==> config.mk <==
export PLATFORM = sky130hd
export DESIGN_NAME = backup_mem_arbiter
export DESIGN_NICKNAME = d
export VERILOG_FILES = /design/src/rtl/backup_mem_arbiter_pkg.sv /design/src/rtl/backup_mem_arbiter.sv
export SDC_FILE = /design/constraint.sdc
export NUM_CORES = 1
export LEC_CHECK = 0
export BUFFER_PORTS_ARGS = -buffer_cell sky130_fd_sc_hd__clkbuf_2
export CAP_MARGIN = 10
export CORE_AREA = 3 3 352 354
export DETAILED_ROUTE_END_ITERATION = 12
export DIE_AREA = 0 0 355 357
export GPL_TIMING_DRIVEN = 0
export HOLD_SLACK_MARGIN = 0.1
export PLACE_DENSITY = 0.3
export SETUP_SLACK_MARGIN = 0.15
export SLEW_MARGIN = 20
export SYNTH_ARGS = -nofsm -noshare
export SYNTH_HDL_FRONTEND = slang
export SYNTH_SLANG_ARGS = --single-unit
==> constraint.sdc <==
create_clock -name clk -period 2.8 [get_ports clk]
set_input_delay 0.42 -clock clk [delete_from_list [all_inputs] [get_ports clk]]
set_output_delay 0.42 -clock clk [all_outputs]
set_load 0.005 [all_outputs]
==> src/rtl/backup_mem_arbiter_pkg.sv <==
// Shared types for the two-client backup memory arbiter.
package backup_mem_arbiter_pkg;

  typedef enum logic {
    IDLE  = 1'b0,
    WDATA = 1'b1
  } state_t;

  localparam int CLIENT_ID_BITS = 1;

endpackage

==> src/rtl/backup_mem_arbiter.sv <==
// Round-robin arbiter merging two request/write-data clients onto one memory port,
// with tag-based combinational routing of read responses back to the issuing client.
module backup_mem_arbiter
  import backup_mem_arbiter_pkg::*;
#(
  parameter int ADDR_BITS   = 26,
  parameter int TAG_BITS    = 5,
  parameter int DATA_BITS   = 128,
  parameter int DATA_CYCLES = 4
) (
  input  logic                 clk,
  input  logic                 reset,

  input  logic                 c0_req_valid,
  output logic                 c0_req_ready,
  input  logic                 c0_req_rw,
  input  logic [ADDR_BITS-1:0] c0_req_addr,
  input  logic [TAG_BITS-1:0]  c0_req_tag,
  input  logic                 c0_req_data_valid,
  output logic                 c0_req_data_ready,
  input  logic [DATA_BITS-1:0] c0_req_data_bits,
  output logic                 c0_resp_valid,
  output logic [DATA_BITS-1:0] c0_resp_data,
  output logic [TAG_BITS-1:0]  c0_resp_tag,

  input  logic                 c1_req_valid,
  output logic                 c1_req_ready,
  input  logic                 c1_req_rw,
  input  logic [ADDR_BITS-1:0] c1_req_addr,
  input  logic [TAG_BITS-1:0]  c1_req_tag,
  input  logic                 c1_req_data_valid,
  output logic                 c1_req_data_ready,
  input  logic [DATA_BITS-1:0] c1_req_data_bits,
  output logic                 c1_resp_valid,
  output logic [DATA_BITS-1:0] c1_resp_data,
  output logic [TAG_BITS-1:0]  c1_resp_tag,

  output logic                 mem_req_valid,
  input  logic                 mem_req_ready,
  output logic                 mem_req_rw,
  output logic [ADDR_BITS-1:0] mem_req_addr,
  output logic [TAG_BITS:0]    mem_req_tag,
  output logic                 mem_req_data_valid,
  input  logic                 mem_req_data_ready,
  output logic [DATA_BITS-1:0] mem_req_data_bits,

  input  logic                 mem_resp_valid,
  input  logic [DATA_BITS-1:0] mem_resp_data,
  input  logic [TAG_BITS:0]    mem_resp_tag
);

  localparam int CNT_BITS = $clog2(DATA_CYCLES);
  localparam logic [CNT_BITS-1:0] LAST_BEAT = CNT_BITS'(DATA_CYCLES - 1);

  state_t                    state_q, state_d;
  logic [CLIENT_ID_BITS-1:0] owner_q, owner_d;
  logic [CLIENT_ID_BITS-1:0] prio_q, prio_d;
  logic [CNT_BITS-1:0]       cnt_q, cnt_d;
  logic [CLIENT_ID_BITS-1:0] grant;
  logic                      idle;

  assign idle = (state_q == IDLE);

  // Contention goes to the pointer; otherwise whichever client is valid.
  always_comb begin
    grant = 1'b0;
    if (c0_req_valid && c1_req_valid) grant = prio_q;
    else if (c1_req_valid)            grant = 1'b1;
  end

  always_comb begin
    mem_req_valid = idle & (c0_req_valid | c1_req_valid);
    mem_req_rw    = grant[0] ? c1_req_rw   : c0_req_rw;
    mem_req_addr  = grant[0] ? c1_req_addr : c0_req_addr;
    mem_req_tag   = {grant, (grant[0] ? c1_req_tag : c0_req_tag)};
    c0_req_ready  = mem_req_ready & idle & (grant == 1'b0);
    c1_req_ready  = mem_req_ready & idle & (grant == 1'b1);
  end

  // Write data only flows from the burst owner; early data waits in the client.
  always_comb begin
    mem_req_data_valid = ~idle & (owner_q[0] ? c1_req_data_valid : c0_req_data_valid);
    mem_req_data_bits  = owner_q[0] ? c1_req_data_bits : c0_req_data_bits;
    c0_req_data_ready  = ~idle & (owner_q == 1'b0) & mem_req_data_ready;
    c1_req_data_ready  = ~idle & (owner_q == 1'b1) & mem_req_data_ready;
  end

  always_comb begin
    c0_resp_valid = mem_resp_valid & (mem_resp_tag[TAG_BITS] == 1'b0);
    c1_resp_valid = mem_resp_valid & (mem_resp_tag[TAG_BITS] == 1'b1);
    c0_resp_tag   = mem_resp_tag[TAG_BITS-1:0];
    c1_resp_tag   = mem_resp_tag[TAG_BITS-1:0];
    c0_resp_data  = mem_resp_data;
    c1_resp_data  = mem_resp_data;
  end

  always_comb begin
    state_d = state_q;
    owner_d = owner_q;
    prio_d  = prio_q;
    cnt_d   = cnt_q;
    case (state_q)
      IDLE: begin
        if (mem_req_valid && mem_req_ready) begin
          prio_d = ~grant;
          if (mem_req_rw) begin
            state_d = WDATA;
            owner_d = grant;
            cnt_d   = '0;
          end
        end
      end
      WDATA: begin
        if (mem_req_data_valid && mem_req_data_ready) begin
          cnt_d = cnt_q + CNT_BITS'(1);
          if (cnt_q == LAST_BEAT) state_d = IDLE;
        end
      end
      default: state_d = IDLE;
    endcase
  end

  always_ff @(posedge clk or posedge reset) begin
    if (reset) begin
      state_q <= IDLE;
      owner_q <= '0;
      prio_q  <= '0;
      cnt_q   <= '0;
    end else begin
      state_q <= state_d;
      owner_q <= owner_d;
      prio_q  <= prio_d;
      cnt_q   <= cnt_d;
    end
  end

endmodule

==> flow_summary.ini, run 1 <==
[cts]
cts_tree = built
numClockSinks = 5
post_cts_buffers = 0
cts_resized = 0
ctsHtreeMaxLevel = 1
cts-root-buf = clkbuf_16
clock_latency_ns = 0.22
cts.clk_slew.worst_paths_ns = 0.03
numCtsBuffers = 3
clockBufferDepth = 2

[synthesis]
yosys_register_bits = 5
synth_ff_type = dfrtp_1
yosys.area.top_type_share_pct = 42.9
yosysTopAreaCell = buf_4
ys_types = 26
yosysMostFrequentCell = buf_4
synth_edf_count = 0
async_flop_share_pct = 100
synth_area_leaders = buf_4 (43%), mux2_4 (33%), mux2_2 (13%)
syn_nets = 952
synth_commonest_cells = buf_4 (268), mux2_4 (103), mux2_2 (56)
avgSynthCellArea_sq_um = 9.62
yosysSeqAreaShare_pct = 2.67
synth_warnings = 0
syn_area_sq_um = 4690
syn_inst = 488

[worst_setup_path]
cpMaxStageDelayCell = mux2_4
cp_slowest_stage_delay_ns = 0.32
worstSetupEndpoint = mem_req_data_bits[91]
cp_common_cell = buf_6
critical_path_class = flip-flop to primary output
start_kind = flip-flop
startpoint = owner_q$_DFFE_PP0P_
worstPathCellList = buf_4 -> buf_6 -> buf_6 -> mux2_4 -> clkbuf_2
worstRegToRegCells = 4
path_depth = 5
path_buf_inv = 4
timing.rr.end = cnt_q[0]$_DFFE_PP0P_
ff2ff_setup_slack_ns = 1.38
critPathArrivalTime_ns = 1.86
crit_family = buffers and inverters
cp-end-kind = primary output
r2r_start = state_q$_DFF_PP0_
required_ns = 2.38
cp_max_fo = 10

[timing]
finalSetupTns_ns = 0
period_share_pct = 81.5
finalSetupViolCount = 0
fmax_ghz = 0.438
rsz0062_at_grt = no
finClkSkew_ns = 0.000800
worst_slew_pin_slew_ns = 0.290
slew_headroom_pct = 80.1
min_period_ns = 2.28
drv_slew = 0
finalHoldViolations = 0

[routing]
vias = 6068
ant_nets = 0
viasPerCell = 2.10
drtIter0Drc = 161
wl_per_cell_microns = 17.2
dr.pass1.iters = 6
routed_wirelength_microns = 49700
drc = 0

[hold_path]
hold_path_depth = 2
hp-class = flip-flop to flip-flop

[floorplan]
die_y_microns = 357
rows = 128
ios = 898
fp.dieArea_sq_um = 127000
start_util_pct = 3.87
dieWidth_microns = 355
core_area_sq_um = 121000

[place]
portBuffers = 764
dpl-instance-area_sq_um = 10600
hpwlAfterDp_microns = 47700
gp_congestion = 0.805

[power_and_ir_drop]
p_int_mw = 1.70
p_leak_nw = 5.95
vdd_drop_max_uv = 167
switchingPower_mw = 1.28
p_seq_share_pct = 4.2
pwr-share-comb_pct = 88.0
switching_share_pct = 43.0
power_per_cell_area_nw_per_um2 = 279
power_frac_clock_pct = 7.8

[global_route]
grt_max_degree = 11
grt-ovfl-total = 0
grt_pass1_vias = 6123
grt_use_total_pct = 7.11
grt_pass1_wl_microns = 59700
antenna_found_initial = 22

[final_layout]
final_layout_size_suffix_gt1_share_pct = 96.6
synthToLayoutAreaGrowth_pct = 127
finalNetCount = 1722
final_cell_area_sq_um = 10700
final_util_pct = 8.79

[status]
status = complete, no violations

[flow_run]
max-cap-violations = 0
worst min-delay path by stage:
stage	startpoint	end
4_1_cts	cnt_q[1]$_DFFE_PP0P_	cnt_q[1]$_DFFE_PP0P_
5_1_grt	cnt_q[1]$_DFFE_PP0P_	cnt_q[1]$_DFFE_PP0P_
3_5_place_dp	reset	cnt_q[0]$_DFFE_PP0P_
2_1_floorplan	reset	cnt_q[0]$_DFFE_PP0P_
6_report	cnt_q[1]$_DFFE_PP0P_	cnt_q[1]$_DFFE_PP0P_
3_3_place_gp	reset	cnt_q[0]$_DFFE_PP0P_
stage by stage:
step,worst slack [ns],instances,hold WS (ns),power (mW)
2_1_floorplan,1.29,488,0.199,1.44
3_3_place_gp,0.590,2877,0.333,2.89
3_5_place_dp,0.587,2877,0.334,2.87
4_1_cts,0.346,2882,0.524,3.12
5_1_grt,0.342,2883,0.546,3.23
6_report,0.519,2896,0.518,2.98
metal layers:
layer	GRT usage, %	up-vias	part of all wire (%)
li1	-	2914	-
met1	8.34	2657	39
met2	12.3	461	48
met3	2.96	26	11
met4	0.932	10	1.3
met5	0	-	0.10
final cells by class:
cell class,count,area (sq um)
repair buffers,765,3830
well taps,1625,2030
fillers,14400,111000
multi-input cells,195,2390
clock buffers,4,78.8
plain buffers,285,2170
flip-flops and latches,5,125
diodes,14,35.0
inverters,3,11.3
worst register-to-register path, cell delays in order (launching register included):
cell and delay, ns:
dfrtp_1 0.42, nand2b_1 0.23, or2_1 0.27, a21oi_2 0.25, o21ai_1 0.12
what timing repair did:
action                                  4_1_cts  5_1_grt
hold endpoints to repair                      5        0
hold buffers                                  1        0
endpoints found under the setup margin        0        0
layout by cell type, fill, tap and decap left out, types with 2 or more instances in the layout:
master	count
clkbuf_2	764
a21o_1	2
inv_1	3
or2_1	2
mux2_2	56
buf_6	12
o21ai_1	3
buf_4	268
nor2_1	9
nand2_1	6
dfrtp_1	5
buf_2	5
clkbuf_16	3
diode_2	14
mux2_4	103
kinds of logic after synthesis:
family	count (synthesis)	share of synthesized area (%)
mux	160	46.6
compound gates	8	1.04
fa+ha+maj	1	0.266
flops	5	2.67
simple gates	26	2.93
buf+inv	288	46.5
state kept, by name, summed over array words and instances, names as in the netlist:
name / cells
owner_q: 1
cnt_q: 2
state_q: 1
prio_q: 1
power groups by stage:
stage | combinational, mW | sequential [mW] | clock [mW]
after detailed placement | 2.75 | 0.126 | 0
after global routing | 2.85 | 0.131 | 0.243
final | 2.62 | 0.126 | 0.233
after CTS | 2.76 | 0.127 | 0.238
after global placement | 2.77 | 0.128 | 0
after floorplan | 1.32 | 0.118 | 0
No activity file was read; power rests on OpenSTA's default activity.
==> run 2, diff against run 1 <==
CORE_AREA = 3 3 344 346   (was 3 3 352 354)
DIE_AREA = 0 0 347 349   (was 0 0 355 357)
clock period = 2.3 ns   (was 2.8 ns; I/O delays follow)
==> flow_summary.ini, run 2 (synthesis results as in run 1) <==
[routing]
viasPerCell = 2.18
drc = 0
dr.pass1.iters = 4
ant_nets = 0
routed_wirelength_microns = 42000
drtIter0Drc = 170
wl_per_cell_microns = 15.0
vias = 6085

[worst_setup_path]
cp-end-kind = primary output
critPathArrivalTime_ns = 1.72
cp_max_fo = 10
critical_path_class = flip-flop to primary output
worstPathCellList = buf_8 -> buf_16 -> buf_6 -> mux2_4 -> clkbuf_2
required_ns = 1.96
cp_slowest_stage_delay_ns = 0.34
cpMaxStageDelayCell = dfrtp_1
start_kind = flip-flop

[timing]
rsz0062_at_grt = no
fmax_ghz = 0.485
finalHoldViolations = 0
finalSetupViolCount = 0
worst_slew_pin_slew_ns = 0.387
drv_slew = 0
slew_headroom_pct = 73.7
period_share_pct = 89.7
finalSetupTns_ns = 0
min_period_ns = 2.06
finClkSkew_ns = 0.000139

[global_route]
antenna_found_initial = 11
grt_pass1_wl_microns = 52000
grt_max_degree = 11
grt-ovfl-total = 0
grt_pass1_vias = 6290
grt_use_total_pct = 6.25

[floorplan]
ios = 898
rows = 125
fp.dieArea_sq_um = 121000
start_util_pct = 4.06
dieWidth_microns = 347
core_area_sq_um = 116000
die_y_microns = 349

[place]
hpwlAfterDp_microns = 40200
dpl-instance-area_sq_um = 10400
portBuffers = 764
gp_congestion = 0.805

[power_and_ir_drop]
vdd_drop_max_uv = 196
p_total_mw = 3.61
power_per_cell_area_nw_per_um2 = 341
p_leak_nw = 5.97

[final_layout]
largest_register_ffs = 2
final_layout_size_suffix_gt1_share_pct = 96.7
final_cell_mix = clkbuf_2 (764), buf_4 (268), mux2_4 (103)
final_cell_area_sq_um = 10600
top_register = cnt_q
synthToLayoutAreaGrowth_pct = 126
layout_commonest_cell = clkbuf_2
finalNetCount = 1724

[cts]
cts.clk_slew.worst_paths_ns = 0.03
clock_latency_ns = 0.23
numCtsBuffers = 3
cts-root-buf = clkbuf_16
ctsHtreeMaxLevel = 1
cts_tree = built
clockBufferDepth = 2
numClockSinks = 5

[status]
status = complete, no violations

[flow_run]
max-cap-violations = 0

[hold_path]
hp-class = input pin to flip-flop
==> run 2: cell types whose count changed in the layout (fill, tap and decap cells not counted) <==
cell,previous run,this run
diode_2,14,12
buf_12,0,1
buf_16,0,1
buf_2,5,4
buf_6,12,11
buf_8,0,1
clkbuf_4,0,1
mux2i_1,1,0
mux2i_2,0,1
==> run 2: layer usage <==
metal / track usage, % / vias up / share of wire (%)
met1: 7.29 / 2714 / 39
li1: - / 2908 / -
met5: 0 / - / 0
met4: 2.54 / 0 / 3.2
met2: 11.2 / 437 / 51
met3: 1.16 / 26 / 6.5
==> run 2: what timing repair did <==
| item | in CTS | in global routing |
|---|---|---|
| pin swaps | 0 | 0 |
| hold buffers | 1 | 0 |
| setup buffers | 2 | 0 |
| setup endpoints to repair | 78 | 1 |
| hold endpoints to repair | 5 | 0 |
| resized for setup | 6 | 1 |
==> run 2: final timing paths <==
kind                                            from                    end  slack [ns]  cells after the start
worst max-delay path             owner_q$_DFFE_PP0P_  mem_req_data_bits[85]        0.24                      5
worst min-delay path                       c0_req_rw    owner_q$_DFFE_PP0P_        0.45                      4
worst max register to register   owner_q$_DFFE_PP0P_   cnt_q[1]$_DFFE_PP0P_        0.90                      5
worst min register to register  cnt_q[1]$_DFFE_PP0P_   cnt_q[1]$_DFFE_PP0P_        0.53                      2
max in group asynchronous                      reset    owner_q$_DFFE_PP0P_        1.51                      3
min in group asynchronous                      reset      state_q$_DFF_PP0_        0.61                      3
==> run 2: worst max-delay path, delay by kind of cell, from the launching register on <==
family	cells	cell delay, ns
muxes	1	0.33
DFF	1	0.34
buffers and inverters	4	0.77
==> run 2: metrics by stage <==
stage               setup slack (ns)  utilization (%)  cells  hold WS, ns
global route                   0.152             9.15   2792        0.495
floorplan                      0.865                -    488        0.124
CTS                            0.163             9.13   2783        0.464
finish                         0.237             9.16   2795        0.455
global placement               0.209             9.01   2776        0.297
detailed placement             0.201             9.01   2776        0.287
==> run 2: cell type report <==
type,instances,area (sq um)
antenna,12,30.0
buffer,285,2200
clock buffer,4,78.8
fill,13700,105000
inverter,3,11.3
multi-input combinational,195,2390
sequential,5,125
tap,1524,1910
timing repair buffer,767,3860
==> run 2: power by group <==
part	switching (mW)	internal, mW
clock	0.0560	0.230
sequential	0.0394	0.124
combinational	1.41	1.75
total	1.51	2.11
==> run 3, diff against run 2 <==
CELL_PAD_IN_SITES_DETAIL_PLACEMENT = 1   (was not set)
CELL_PAD_IN_SITES_GLOBAL_PLACEMENT = 2   (was not set)
CORE_AREA = 5 5 344 346   (was 3 3 344 346)
DIE_AREA = 0 0 349 351   (was 0 0 347 349)
PLACE_DENSITY = 0.46   (was 0.3)
==> flow_summary.ini, run 3 (synthesis results as in run 1) <==
[status]
status = complete, no violations

[global_route]
grt_util_met2_pct = 10.7
grt_use_met3_pct = 1.64
grt-ovfl-total = 0
grt_use_met1_pct = 7.17
grt_pass1_wl_microns = 51900
antenna_found_initial = 1
grt_use_total_pct = 5.87
grt_pass1_vias = 6799
grt_max_degree = 11
top_usage_layer = met2

[timing]
finalHoldViolations = 0
finClkSkew_ns = 0.000555
min_period_ns = 2.11
finalSetupTns_ns = 0
period_share_pct = 91.7
slew_headroom_pct = 72.6
drv_slew = 0
rsz0062_at_grt = yes
worst_slew_pin_slew_ns = 0.399
finalSetupViolCount = 0
fmax_ghz = 0.474

[routing]
vias = 6110
ant_nets = 0
wl_per_cell_microns = 14.6
dr.pass1.iters = 4
drtIter0Drc = 152
routed_wirelength_microns = 40700
viasPerCell = 2.19
drc = 0

[cts]
cts.clk_slew.worst_paths_ns = 0.03
numCtsBuffers = 3
cts_tree = built
numClockSinks = 5
cts-root-buf = clkbuf_16
clock_latency_ns = 0.23
ctsHtreeMaxLevel = 1
clockBufferDepth = 2

[worst_setup_path]
critPathArrivalTime_ns = 1.76
critical_path_class = flip-flop to primary output
start_kind = flip-flop
cp_slowest_stage_delay_ns = 0.39
required_ns = 1.96
cp_common_cell = buf_12
worstPathCellList = buf_12 -> buf_12 -> buf_6 -> mux2_4 -> clkbuf_4
path_buf_inv = 4
cpMaxStageDelayCell = dfrtp_1
cp-end-kind = primary output
cp_max_fo = 10
crit_family = buffers and inverters

[floorplan]
core_area_sq_um = 115000
rows = 125
fp.dieArea_sq_um = 122000
start_util_pct = 4.08
dieWidth_microns = 349
die_y_microns = 351
ios = 898

[place]
hpwlAfterDp_microns = 39400
dpl-instance-area_sq_um = 10400
gp_congestion = 0.763
portBuffers = 764

[final_layout]
final_cell_area_sq_um = 10600
fillers = 14000
layout_commonest_cell = clkbuf_2
top_register = cnt_q
synthToLayoutAreaGrowth_pct = 126
largest_register_ffs = 2
final_cell_mix = clkbuf_2 (755), buf_4 (270), mux2_4 (103)
finalNetCount = 1726
final_layout_size_suffix_gt1_share_pct = 96.6

[flow_run]
max-cap-violations = 0

[power_and_ir_drop]
power_per_cell_area_nw_per_um2 = 335
p_leak_nw = 5.99
vdd_drop_max_uv = 195

[hold_path]
hp-class = input pin to flip-flop
-- run 3: path summary, 6_finish.rpt --
kind	from	to	slack, ns	cells after the start
worst min register to register	prio_q$_DFFE_PP0P_	prio_q$_DFFE_PP0P_	0.52	2
worst min-delay path	c1_req_rw	owner_q$_DFFE_PP0P_	0.48	3
max in group asynchronous	reset	prio_q$_DFFE_PP0P_	1.49	3
min in group asynchronous	reset	cnt_q[1]$_DFFE_PP0P_	0.62	3
worst max-delay path	owner_q$_DFFE_PP0P_	mem_req_data_bits[95]	0.19	5
worst max register to register	owner_q$_DFFE_PP0P_	owner_q$_DFFE_PP0P_	0.91	6
-- run 3: area by class of cell --
type | count | area [sq um] | share of cell area (%)
diodes | 3 | 7.51 | 0.0707
plain buffers | 285 | 2200 | 20.8
clock buffers | 4 | 78.8 | 0.742
inverters | 3 | 11.3 | 0.106
multi-input cells | 195 | 2390 | 22.5
flip-flops and latches | 5 | 125 | 1.18
well taps | 1524 | 1910 | 18.0
repair buffers | 769 | 3900 | 36.7
-- run 3: power breakdown --
part           switching [mW]  internal [mW]
combinational            1.34           1.78
clock                  0.0558          0.230
sequential             0.0331          0.124
total                    1.43           2.13
-- run 3: routing by layer --
metal / part of all wire [%] / vias to the layer above
met5: 0.017 / -
met1: 40 / 2750
met4: 0.54 / 2
met2: 51 / 441
met3: 9.1 / 10
li1: - / 2907
-- run 3: what timing repair did --
action,in CTS,in global routing
hold endpoints to repair,5,0
hold buffers,1,0
gates resized for setup,15,2
buffers inserted,4,0
setup endpoints to repair,76,10
-- run 3: through the flow --
step | hold slack [ns] | setup slack, ns | util [%] | instances | power (mW)
after floorplan | 0.124 | 0.865 | - | 488 | 1.75
after global placement | 0.255 | 0.129 | 9.06 | 2776 | 3.33
after detailed placement | 0.262 | 0.118 | 9.06 | 2776 | 3.31
after CTS | 0.483 | 0.150 | 9.21 | 2785 | 3.69
after global routing | 0.499 | 0.134 | 9.22 | 2785 | 3.83
final | 0.480 | 0.191 | 9.23 | 2788 | 3.56
-- run 3: worst register-to-register path: cells and delay by family (launching register included) --
kind	cells	cell delay, ns
compound gates	2	0.20
flops	1	0.40
buf+inv	4	0.65
